<file path="src/rtl/rca_chunked_adder.sv">
// Multi-cycle add/subtract unit: one CHUNK-bit ripple slice per clock, with the
// inter-slice carry held in a register, behind valid/ready handshakes.
module rca_chunked_adder #(
    parameter  int WIDTH  = 16,
    parameter  int CHUNK  = 4,
    localparam int NCHUNK = WIDTH / CHUNK
) (
    input  logic             clk,
    input  logic             rst_n,
    input  logic             in_valid,
    output logic             in_ready,
    input  logic [WIDTH-1:0] a,
    input  logic [WIDTH-1:0] b,
    input  logic             cin,
    input  logic             sub,
    output logic             out_valid,
    input  logic             out_ready,
    output logic [WIDTH-1:0] sum,
    output logic             cout,
    output logic             ovf
);

    localparam int CW = (NCHUNK > 1) ? $clog2(NCHUNK) : 1;

    localparam logic [1:0] S_IDLE = 2'd0;
    localparam logic [1:0] S_CALC = 2'd1;
    localparam logic [1:0] S_DONE = 2'd2;

    logic [1:0]       r_state;
    logic [WIDTH-1:0] r_a;
    logic [WIDTH-1:0] r_b;
    logic             r_carry;
    logic [CW-1:0]    r_idx;
    logic [WIDTH-1:0] r_sum;
    logic             r_cout;
    logic             r_ovf;

    logic [CHUNK-1:0] w_a_sl;
    logic [CHUNK-1:0] w_b_sl;
    logic [CHUNK:0]   w_slice;
    logic             w_last;
    logic             w_msb_cin;

    // Constant-index mux keeps the slice select free of variable part-selects
    always_comb begin
        w_a_sl = '0;
        w_b_sl = '0;
        for (int unsigned k = 0; k < NCHUNK; k++) begin
            if (r_idx == CW'(k)) begin
                w_a_sl = r_a[k*CHUNK +: CHUNK];
                w_b_sl = r_b[k*CHUNK +: CHUNK];
            end
        end
    end

    assign w_slice   = {1'b0, w_a_sl} + {1'b0, w_b_sl} + {{CHUNK{1'b0}}, r_carry};
    assign w_last    = (r_idx == CW'(NCHUNK - 1));
    // Carry into the MSB recovered from the MSB's own sum bit
    assign w_msb_cin = r_a[WIDTH-1] ^ r_b[WIDTH-1] ^ w_slice[CHUNK-1];

    always_ff @(posedge clk or negedge rst_n) begin
        if (!rst_n) begin
            r_state <= S_IDLE;
            r_a     <= '0;
            r_b     <= '0;
            r_carry <= 1'b0;
            r_idx   <= '0;
            r_sum   <= '0;
            r_cout  <= 1'b0;
            r_ovf   <= 1'b0;
        end else begin
            case (r_state)
                S_IDLE: begin
                    if (in_valid) begin
                        r_a     <= a;
                        r_b     <= sub ? ~b : b;
                        r_carry <= sub ? 1'b1 : cin;
                        r_idx   <= '0;
                        r_sum   <= '0;
                        r_cout  <= 1'b0;
                        r_ovf   <= 1'b0;
                        r_state <= S_CALC;
                    end
                end
                S_CALC: begin
                    for (int unsigned k = 0; k < NCHUNK; k++) begin
                        if (r_idx == CW'(k)) begin
                            r_sum[k*CHUNK +: CHUNK] <= w_slice[CHUNK-1:0];
                        end
                    end
                    r_carry <= w_slice[CHUNK];
                    r_idx   <= r_idx + 1'b1;
                    if (w_last) begin
                        r_cout  <= w_slice[CHUNK];
                        r_ovf   <= w_msb_cin ^ w_slice[CHUNK];
                        r_state <= S_DONE;
                    end
                end
                S_DONE: begin
                    if (out_ready) begin
                        r_state <= S_IDLE;
                    end
                end
                default: r_state <= S_IDLE;
            endcase
        end
    end

    assign in_ready  = (r_state == S_IDLE);
    assign out_valid = (r_state == S_DONE);
    assign sum       = r_sum;
    assign cout      = r_cout;
    assign ovf       = r_ovf;

endmodule

</file>
<file path="config.mk">
export PLATFORM = sky130hd
export DESIGN_NAME = rca_chunked_adder
export DESIGN_NICKNAME = d
export VERILOG_FILES = /design/src/rtl/rca_chunked_adder.sv
export SDC_FILE = /design/constraint.sdc
export NUM_CORES = 1
export LEC_CHECK = 0
export ABC_AREA = 1
export CAP_MARGIN = 30
export CORE_MARGIN = 4
export CORE_UTILIZATION = 40
export CTS_CLUSTER_DIAMETER = 60
export DETAILED_ROUTE_END_ITERATION = 8
export GPL_ROUTABILITY_DRIVEN = 0
export MAX_ROUTING_LAYER = met4
export SETUP_SLACK_MARGIN = 0.4
export SYNTH_ARGS = -nofsm -noshare
export SYNTH_HDL_FRONTEND = slang
export SYNTH_SLANG_ARGS = --single-unit
export TNS_END_PERCENT = 10
</file>
<file path="constraint.sdc">
create_clock -name clk -period 3 [get_ports clk]
set_input_delay 0.75 -clock clk [delete_from_list [all_inputs] [get_ports clk]]
set_output_delay 0.75 -clock clk [all_outputs]
set_load 0.02 [all_outputs]
</file>
==> qor.yml, run 1 <==
outcome: "complete, no violations"
place.port_buffers: 57
ys.warnings.count: 0
finalSetupViolations: 0
cts.sink_count: 55
final.min_clock_period_ps: 2570
number_of_vias_per_cell_after_detailed_routing: 4.73
timing.slew.headroom_pct: 59.7
detail_route.first_pass.iterations: 4
floorplan_core_area_mm2: 0.00683
reg2regPathDepth: 16
route.final.wire_length_mm: 6.53
worst_setup_slack_final_ps: 434
starting_density_of_the_core_pct: 41.3
crit_path_capture_type: "flip-flop"
clockBufferDepth: 2
critical_path_class: "flip-flop to flip-flop"
vdd_ir_drop_max_mv: 0.420
placed_cell_area_mm2: 0.00347
cts_tree: "done"
worstMarginPinSlew_ps: 605
syn_area_mm2: 0.00282
top_layer_used: "met4"
pre_cts_slack_ps: 138
combined_global_route_utilization_of_all_metal_layers_pct: 16.5
n_antenna_cell: 0
cts_max_level: 2
final_instance_area_mm2: 0.00376
drt.antenna.violating_nets: 0
area.growth.synth_to_final_pct: 33.1
numCtsBuffers: 5
die-width_um: 92.0
pin_count_of_the_biggest_net_entering_global_routing: 30
grt_pass1_vias: 2186
syn-instance-count: 335
p_leak_nw: 1.75
io_pins: 58
grt_first_pass_wirelength_mm: 10.8
r2r-end: "ovf$_DFFE_PN0P_"
layout.cells.non_filler: 500
share_of_layout_cells_above_drive_strength_1_pct: 16.6
grt-ovfl-total: 0
clkTransAtPathRegs_ps: 100
clock_skew_ps: 8.31
syn_nets: 382
timing.critical_path.fanout_max: 4
layout_commonest_cell: "nand2_1"
maxSlewViolCount: 0
route.detailed.drc: 0
finalHoldWorstSlack_ps: 438
route.layer.met1.wl_mm: 2.91
required_ps: 3200
dp_hpwl_mm: 4.85
min_period_over_period_pct: 85.5
cp-start-kind: "flip-flop"
layout.cells.most_common_list: "132 x nand2_1, 56 x clkdlybuf4s50_1, 55 x dfrtp_1"
syn_avg_cell_area_um2: 8.43
routed_wire_length_per_instance_um: 13.1
antenna_found_initial: 0
totalNegativeSetupSlack_ps: 0
critical_path_arrival_ps: 2770
routed-via-count: 2365
insertion_delay_ps: 310
synth.yosys.seq_area_share_pct: 48.8
nets_finish: 450
met3WireLength_um: 298
power_density_mw_per_mm2: 1180
die_area_mm2: 0.00846
floorplan.rows: 30
die_height_um: 92.0
tightest_hold_check_type: "primary input to async pin"
timing.fmax_ghz: 0.390
timing_hold_violations_final: 0
postCtsHoldBufs: 0
cap_viol_max_count: 0
synth.distinct_cells: 28
finalCoreUtilization_pct: 55.0
sum_of_internal_switching_and_leakage_power_mw: 4.44
synth_edf_count: 0
dp.cells: 482
buffer_cell_driving_the_clock_tree_root: "clkbuf_8"
rsz0062_at_grt: "true"
most_common_flop_cell_mapped_by_yosys: "dfrtp_1"
r2r_slack_ps: 430
asyncSetResetFlopFracSynth_pct: 100
dr.first_iter.drc_count: 149
n_fill_cell: 675
number_of_synthesized_register_bits: 55
dr_wl_met2_mm: 3.26
rr_startpoint: "r_idx[0]$_DFFE_PN0P_"
[worst max-delay path, stage by stage (launching register included)]
cell and delay, ps:
dfrtp_1 420, buf_6 130, ha_4 170, nor2_4 130, a22oi_2 70, o21ai_1 180, o21ai_2 90, fa_2 380
fa_2 350, inv_2 100, nand3_4 90, nand2_4 80, nand2_1 50, nand2_1 50, nand2_1 40, nand3_1 70
nand2_1 50
[where the power goes]
part	leakage [nW]	internal [mW]	total, mW	switching [mW]
clock network	0.0412	0.164	0.402	0.238
registers	0.696	1.07	1.29	0.215
logic	1.02	1.11	2.75	1.64
[state kept, by name (all words and copies together) (netlist names)]
signal	flops
sum	16
r_idx	2
r_a	16
r_state	2
ovf	1
r_b	16
cout	1
r_carry	1
[cell families (layout without fill, tap and decap cells)]
kind of cell               count (synthesis)  in the layout  synth area share [%]
AOI/OAI and AO/OA                         59             59                  11.9
xor gates and xnor gates                  16             16                  4.96
adders and majority gates                  9              9                  4.52
buffers and inverters                     35            104                  6.07
DFF                                       55             55                  48.8
and+or+nand+nor                          161            161                  23.8
[metal layers]
metal	track usage [%]	up-vias
li1	-	1204
met1	21.4	1106
met2	27.0	49
met3	3.04	6
met4	3.71	0
met5	-	-
[timing repair]
item | in CTS | in global routing
gates resized for setup | 18 | 20
pin swaps | 5 | 12
endpoints found under the setup margin | 15 | 15
setup buffers | 8 | 2
gates cloned | 0 | 0
[cells in the mapped netlist, types with 2 or more instances]
master | n | area (um2)
ha_1 | 7 | 87.6
nand2_1 | 135 | 507
buf_2 | 6 | 30.0
buf_6 | 3 | 33.8
dfrtp_1 | 55 | 1380
a22oi_1 | 4 | 30.0
fa_1 | 2 | 40.0
nand2_4 | 2 | 22.5
o211ai_1 | 2 | 15.0
nand3_1 | 9 | 45.0
nor2_1 | 8 | 30.0
inv_1 | 17 | 63.8
a21oi_1 | 7 | 35.0
inv_2 | 6 | 22.5
nor2_2 | 2 | 12.5
o21ai_2 | 4 | 35.0
o21ai_0 | 28 | 140
nor2_4 | 2 | 22.5
xnor2_1 | 16 | 140
o21ai_1 | 12 | 60.1
[area by class of cell]
cell class	count	area (um2)	share of cell area, %
clock buffer	6	72.6	1.93
clock inverter	2	12.5	0.333
inverter	24	103	2.73
multi-input combinational	245	1390	36.9
sequential	55	1380	36.6
tap	96	120	3.20
timing repair buffer	72	686	18.2
[how the worst max path moves through the flow]
| stage | from | to | slack [ps] |
|---|---|---|---|
| after global routing | r_idx[1]$_DFFE_PN0P_ | ovf$_DFFE_PN0P_ | 310 |
| after global placement | r_idx[0]$_DFFE_PN0P_ | ovf$_DFFE_PN0P_ | 250 |
| final | r_idx[0]$_DFFE_PN0P_ | ovf$_DFFE_PN0P_ | 430 |
| after CTS | r_idx[1]$_DFFE_PN0P_ | ovf$_DFFE_PN0P_ | 400 |
| after floorplan | r_idx[0]$_DFFE_PN0P_ | ovf$_DFFE_PN0P_ | 410 |
| after detailed placement | r_idx[0]$_DFFE_PN0P_ | ovf$_DFFE_PN0P_ | 140 |
(Power assumes the default switching activity.)
==> run 2: changes to the inputs <==
- CTS_BUF_LIST: not set -> sky130_fd_sc_hd__clkbuf_8
==> run 2 against run 1 <==
Sequential share of layout area stayed put. Power barely moved. Critical endpoint unchanged. Final cell count unchanged. Largest cell class unchanged. Critical path type unchanged.
==> qor.yml, run 2 (synthesized netlist as in run 1, its figures left out) <==
outcome: "complete, no violations"
numCtsBuffers: 5  # unchanged
place.port_buffers: 57  # unchanged
routed_wire_length_per_instance_um: 13.1  # about the same
critical_path_class: "flip-flop to flip-flop"
drt.antenna.violating_nets: 0  # unchanged
p_leak_nw: 1.76  # +0.24%
cap_viol_max_count: 0  # unchanged
cts.sink_count: 55  # unchanged
finalCoreUtilization_pct: 55.0  # unchanged
pin_count_of_the_biggest_net_entering_global_routing: 30  # unchanged
area.growth.synth_to_final_pct: 33.1  # unchanged
layout_commonest_cell: "nand2_1"
dp_hpwl_mm: 4.85  # unchanged
timing_hold_violations_final: 0  # unchanged
route.detailed.drc: 0  # unchanged
die_area_mm2: 0.00846  # unchanged
rsz0062_at_grt: "true"
io_pins: 58  # unchanged
worstMarginPinSlew_ps: 605  # unchanged
postCtsHoldBufs: 0  # unchanged
power_density_mw_per_mm2: 1180  # about the same
floorplan_core_area_mm2: 0.00683  # unchanged
final.min_clock_period_ps: 2570  # unchanged
detail_route.first_pass.iterations: 4  # unchanged
totalNegativeSetupSlack_ps: 0  # unchanged
die_height_um: 92.0  # unchanged
n_antenna_cell: 0  # unchanged
starting_density_of_the_core_pct: 41.3  # unchanged
number_of_vias_per_cell_after_detailed_routing: 4.73  # unchanged
maxSlewViolCount: 0  # unchanged
grt_pass1_vias: 2186  # unchanged
clockBufferDepth: 2  # unchanged
n_fill_cell: 675  # unchanged
insertion_delay_ps: 310  # about the same
required_ps: 3200  # about the same
timing.slew.headroom_pct: 59.7  # unchanged
combined_global_route_utilization_of_all_metal_layers_pct: 16.5  # unchanged
clkTransAtPathRegs_ps: 100  # about the same
grt-ovfl-total: 0  # unchanged
die-width_um: 92.0  # unchanged
final-seq-area_mm2: 0.00138  # unchanged
crit_path_capture_type: "flip-flop"
layout.cells.most_common_list: "132 x nand2_1, 56 x clkdlybuf4s50_1, 55 x dfrtp_1"
multiInputGateArea_mm2: 0.00139  # unchanged
grt_first_pass_wirelength_mm: 10.8  # unchanged
clock_skew_ps: 8.31  # unchanged
timing.critical_path.fanout_max: 4  # unchanged
floorplan.rows: 30  # unchanged
vdd_ir_drop_max_mv: 0.420  # about the same
dr.first_iter.drc_count: 149  # unchanged
route.final.wire_length_mm: 6.53  # about the same
nets_finish: 450  # unchanged
antenna_found_initial: 0  # unchanged
share_of_layout_cells_above_drive_strength_1_pct: 16.6  # unchanged
timing.fmax_ghz: 0.390  # unchanged
cts_max_level: 2  # unchanged
cp-start-kind: "flip-flop"
tightest_hold_check_type: "primary input to async pin"
buffer_cell_driving_the_clock_tree_root: "clkbuf_8"
cts_tree: "done"
min_period_over_period_pct: 85.5  # unchanged
finalSetupViolations: 0  # unchanged
routed-via-count: 2365  # unchanged
critical_path_arrival_ps: 2770  # about the same
## run 2: area by class of cell
type / count / area share, %
multi-input cells: 245 / 36.9
flip-flops and latches: 55 / 36.6
repair buffers: 72 / 18.2
well taps: 96 / 3.20
inverters: 24 / 2.73
clock buffers: 5 / 1.83
clock inverters: 3 / 0.433
## run 2: power by group
part           switching, mW  internal (mW)
Combinational           1.64           1.11
Clock                  0.239          0.160
Sequential             0.215           1.07
## run 2: timing repair
item | in CTS | in global routing
buffers inserted | 8 | 2
resized for setup | 18 | 20
pin swaps | 5 | 12
setup endpoints to repair | 15 | 15
## run 2: final timing paths
kind                                       from              endpoint  slack (ps)  cells past startpoint
max                        r_idx[0]$_DFFE_PN0P_       ovf$_DFFE_PN0P_         430                     16
min                                       rst_n   sum[13]$_DFFE_PN0P_         440                      1
max reg2reg                r_idx[0]$_DFFE_PN0P_       ovf$_DFFE_PN0P_         430                     16
min reg2reg                 sum[15]$_DFFE_PN0P_   sum[15]$_DFFE_PN0P_         480                      2
max in group asynchronous                 rst_n  r_idx[1]$_DFFE_PN0P_        1910                      2
min in group clk            sum[15]$_DFFE_PN0P_   sum[15]$_DFFE_PN0P_         480                      2
## run 2: metrics by stage
step	hold WS (ps)	worst slack (ps)	std cells	power [mW]	cell area, um2
4_1_cts	458	405	498	4.21	3670
3_5_place_dp	464	138	482	3.61	3470
3_3_place_gp	464	252	482	3.56	3470
5_1_grt	486	311	500	4.84	3760
2_1_floorplan	444	407	335	2.93	2830
6_report	438	434	500	4.44	3760
## run 2: critical path, cell delays in order (launching register included)
cell	delay [ps]
dfrtp_1	420
buf_6	130
ha_4	170
nor2_4	130
a22oi_2	70
o21ai_1	180
o21ai_2	90
fa_2	380
fa_2	350
inv_2	100
nand3_4	90
nand2_4	80
nand2_1	50
nand2_1	50
nand2_1	40
nand3_1	70
nand2_1	50
## run 2: layer usage
layer / part of all wire [%] / vias up / track usage (%) / wire length [um]
met5: 0 / - / - / 0
met4: 0.81 / 0 / 3.71 / 53
met3: 4.6 / 6 / 3.04 / 298
met2: 50 / 49 / 27.0 / 3260
met1: 45 / 1106 / 21.4 / 2920
li1: - / 1204 / - / -
==> run 3: changes to the inputs <==
--- a/config.mk
+++ b/config.mk
@@ -16,2 +16,3 @@
 export MAX_ROUTING_LAYER = met4
+export PLACE_DENSITY = 0.7
 export SETUP_SLACK_MARGIN = 0.4
==> constraint.sdc (replaced) <==
create_clock -name clk -period 3 [get_ports clk]
set_input_delay 0.6 -clock clk [delete_from_list [all_inputs] [get_ports clk]]
set_output_delay 0.6 -clock clk [all_outputs]
set_load 0.02 [all_outputs]
==> run 3 against run 2 <==
Non-clock buffer count decreased by 5. Fmax shrank 1.2%. Setup slack lost 32 ps. Largest power group unchanged. Clock-buffer cell count did not move.
==> qor.yml, run 3 (synthesized netlist as in run 1, its figures left out) <==
timing.fmax_ghz: 0.385  # -1.2%
rr_startpoint: "r_idx[1]$_DFFE_PN0P_"
clock_skew_ps: 9.11  # +0.794 ps
timing.slew.headroom_pct: 52.3  # -7.3 points
power.share.clock_pct: 11.0  # +2.0 points
grt-ovfl-total: 0  # unchanged
route.layer.met1.wl_mm: 2.80  # -4.2%
route.detailed.drc: 0  # unchanged
routed-via-count: 2365  # unchanged
floorplan_core_area_mm2: 0.00683  # unchanged
crit_path_capture_type: "flip-flop"
detail_route.first_pass.iterations: 4  # unchanged
internal_power_mw: 2.38  # +1.2%
pre_cts_slack_ps: 105  # -33.6 ps
nets_finish: 445  # -1.1%
insertion_delay_ps: 310  # about the same
grt_first_pass_wirelength_mm: 10.3  # -5.2%
r2r-end: "ovf$_DFFE_PN0P_"
startpoint: "r_idx[1]$_DFFE_PN0P_"
worstMarginPinSlew_ps: 713  # +108 ps
vdd_ir_drop_max_mv: 0.430  # +2.5%
rsz0062_at_grt: "true"
cp_common_cell: "nand2_1"
combined_global_route_utilization_of_all_metal_layers_pct: 15.5  # -0.98 points
number_of_vias_per_cell_after_detailed_routing: 4.78  # +1.0%
layout.cells.most_common_list: "134 x nand2_1, 56 x clkdlybuf4s50_1, 54 x dfrtp_1"
floorplan.rows: 30  # unchanged
tightest_hold_check_type: "primary input to async pin"
finalHoldWorstSlack_ps: 283  # -155 ps
required_ps: 3200  # about the same
reg2regPathDepth: 16  # unchanged
dr.first_iter.drc_count: 186  # +25%
final.min_clock_period_ps: 2600  # +31.6 ps
cts.sink_count: 55  # unchanged
r2r_slack_ps: 400  # -30 ps
maxSlewViolCount: 0  # unchanged
die-width_um: 92.0  # unchanged
placed_cell_area_mm2: 0.00347  # -0.22%
clockBufferDepth: 2  # unchanged
timing_hold_violations_final: 0  # unchanged
cp-start-kind: "flip-flop"
totalNegativeSetupSlack_ps: 0  # unchanged
timing.critical_path.slowest_cell_delay_ps: 410  # about the same
finalCoreUtilization_pct: 54.5  # -0.46 points
drt.antenna.violating_nets: 0  # unchanged
die_area_mm2: 0.00846  # unchanged
cap_viol_max_count: 0  # unchanged
cts_max_level: 2  # unchanged
routed_wire_length_per_instance_um: 12.8  # -1.9%
critical_path_class: "flip-flop to flip-flop"
buffer_cell_driving_the_clock_tree_root: "clkbuf_8"
dp.cells: 481  # -0.21%
top_layer_used: "met4"
final_instance_area_mm2: 0.00373  # -0.83%
die_height_um: 92.0  # unchanged
met3WireLength_um: 341  # +14%
cts_tree: "done"
dp_hpwl_mm: 4.66  # -4.0%
layout.cells.non_filler: 495  # -1.0%
numCtsBuffers: 5  # unchanged
dr_wl_met2_mm: 3.09  # -5.2%
critical_path_arrival_ps: 2800  # +30 ps
worstPathCellList: "buf_4 -> ha_2 -> inv_4 -> nor2_1 -> nor2_1 -> a22oi_2 -> fa_2 -> fa_2 -> inv_4 -> nand3_4 -> nand2_2 -> nand2_1 -> nand2_1 -> nand2_1 -> nand3_1 -> nand2_1"
min_period_over_period_pct: 86.6  # +1.1 points
power_switching_share_pct: 46.4  # -0.70 points
timing.critical_path.fanout_max: 12  # +8
starting_density_of_the_core_pct: 41.3  # unchanged
route.final.wire_length_mm: 6.34  # -2.9%
seqPwrFrac_pct: 29.1  # about the same
power_density_mw_per_mm2: 1190  # +0.71%
netSwitchingPower_mw: 2.06  # -1.6%
layout_commonest_cell: "nand2_1"
p_comb_share_pct: 59.9  # -2.1 points
share_of_layout_cells_above_drive_strength_1_pct: 15.0  # -1.5 points
p_leak_nw: 1.74  # -0.95%
place.port_buffers: 57  # unchanged
n_antenna_cell: 0  # unchanged
pin_count_of_the_biggest_net_entering_global_routing: 54  # +80%
area.growth.synth_to_final_pct: 32.0
critPathSlowestCell: "dfrtp_1"
sum_of_internal_switching_and_leakage_power_mw: 4.43  # -0.13%
worst_setup_slack_final_ps: 402  # -31.6 ps
grt_pass1_vias: 2276  # +4.1%
clkTransAtPathRegs_ps: 90  # about the same
endpoint: "ovf$_DFFE_PN0P_"
io_pins: 58  # unchanged
antenna_found_initial: 0  # unchanged
finalSetupViolations: 0  # unchanged
outcome: "complete, no violations"
run 3: worst min path at each step:
stage                        startpoint  cells past startpoint                   to  slack (ps)
floorplan                         rst_n                      0     cout$_DFFE_PN0P_         300
global placement     sum[7]$_DFFE_PN0P_                      2   sum[7]$_DFFE_PN0P_         460
detailed placement  sum[15]$_DFFE_PN0P_                      2  sum[15]$_DFFE_PN0P_         470
CTS                               rst_n                      2   r_a[2]$_DFFE_PN0P_         290
global route                      rst_n                      2  r_b[13]$_DFFE_PN0P_         290
finish                            rst_n                      2  sum[15]$_DFFE_PN0P_         280
run 3: what timing repair did:
action                                  CTS  global route
pin swaps                                 3             9
hold buffers                              0             0
buffers inserted                          4             2
resized for setup                        14            18
endpoints found under the setup margin   15            15
run 3: layer usage:
metal	up-vias	track usage, %
li1	1190	-
met1	1100	19.3
met2	60	25.6
met3	15	3.61
met4	0	4.08
met5	-	-
run 3: layout make-up:
type | instances | area [um2]
Inverter | 24 | 103
Timing Repair Buffer | 67 | 644
Clock inverter | 3 | 43.8
Sequential cell | 55 | 1380
Fill cell | 637 | 3110
Clock buffer | 5 | 68.8
Tap cell | 96 | 120
Multi-Input combinational cell | 245 | 1370
run 3: power by group through the flow:
stage	logic, mW	clock network, mW	registers [mW]
floorplan	1.59	0	1.33
finish	2.66	0.487	1.29
detailed placement	2.29	0	1.29
CTS	2.44	0.496	1.28
global route	2.98	0.538	1.33
global placement	2.23	0	1.28
run 3: critical path, delay by kind of cell, from the launching register on:
| kind | cells | cell delay, ps |
|---|---|---|
| DFF | 1 | 410 |
| buffers and inverters | 3 | 370 |
| adders and majority gates | 3 | 970 |
| and+or+nand+nor | 9 | 660 |
| AOI/OAI and AO/OA | 1 | 90 |
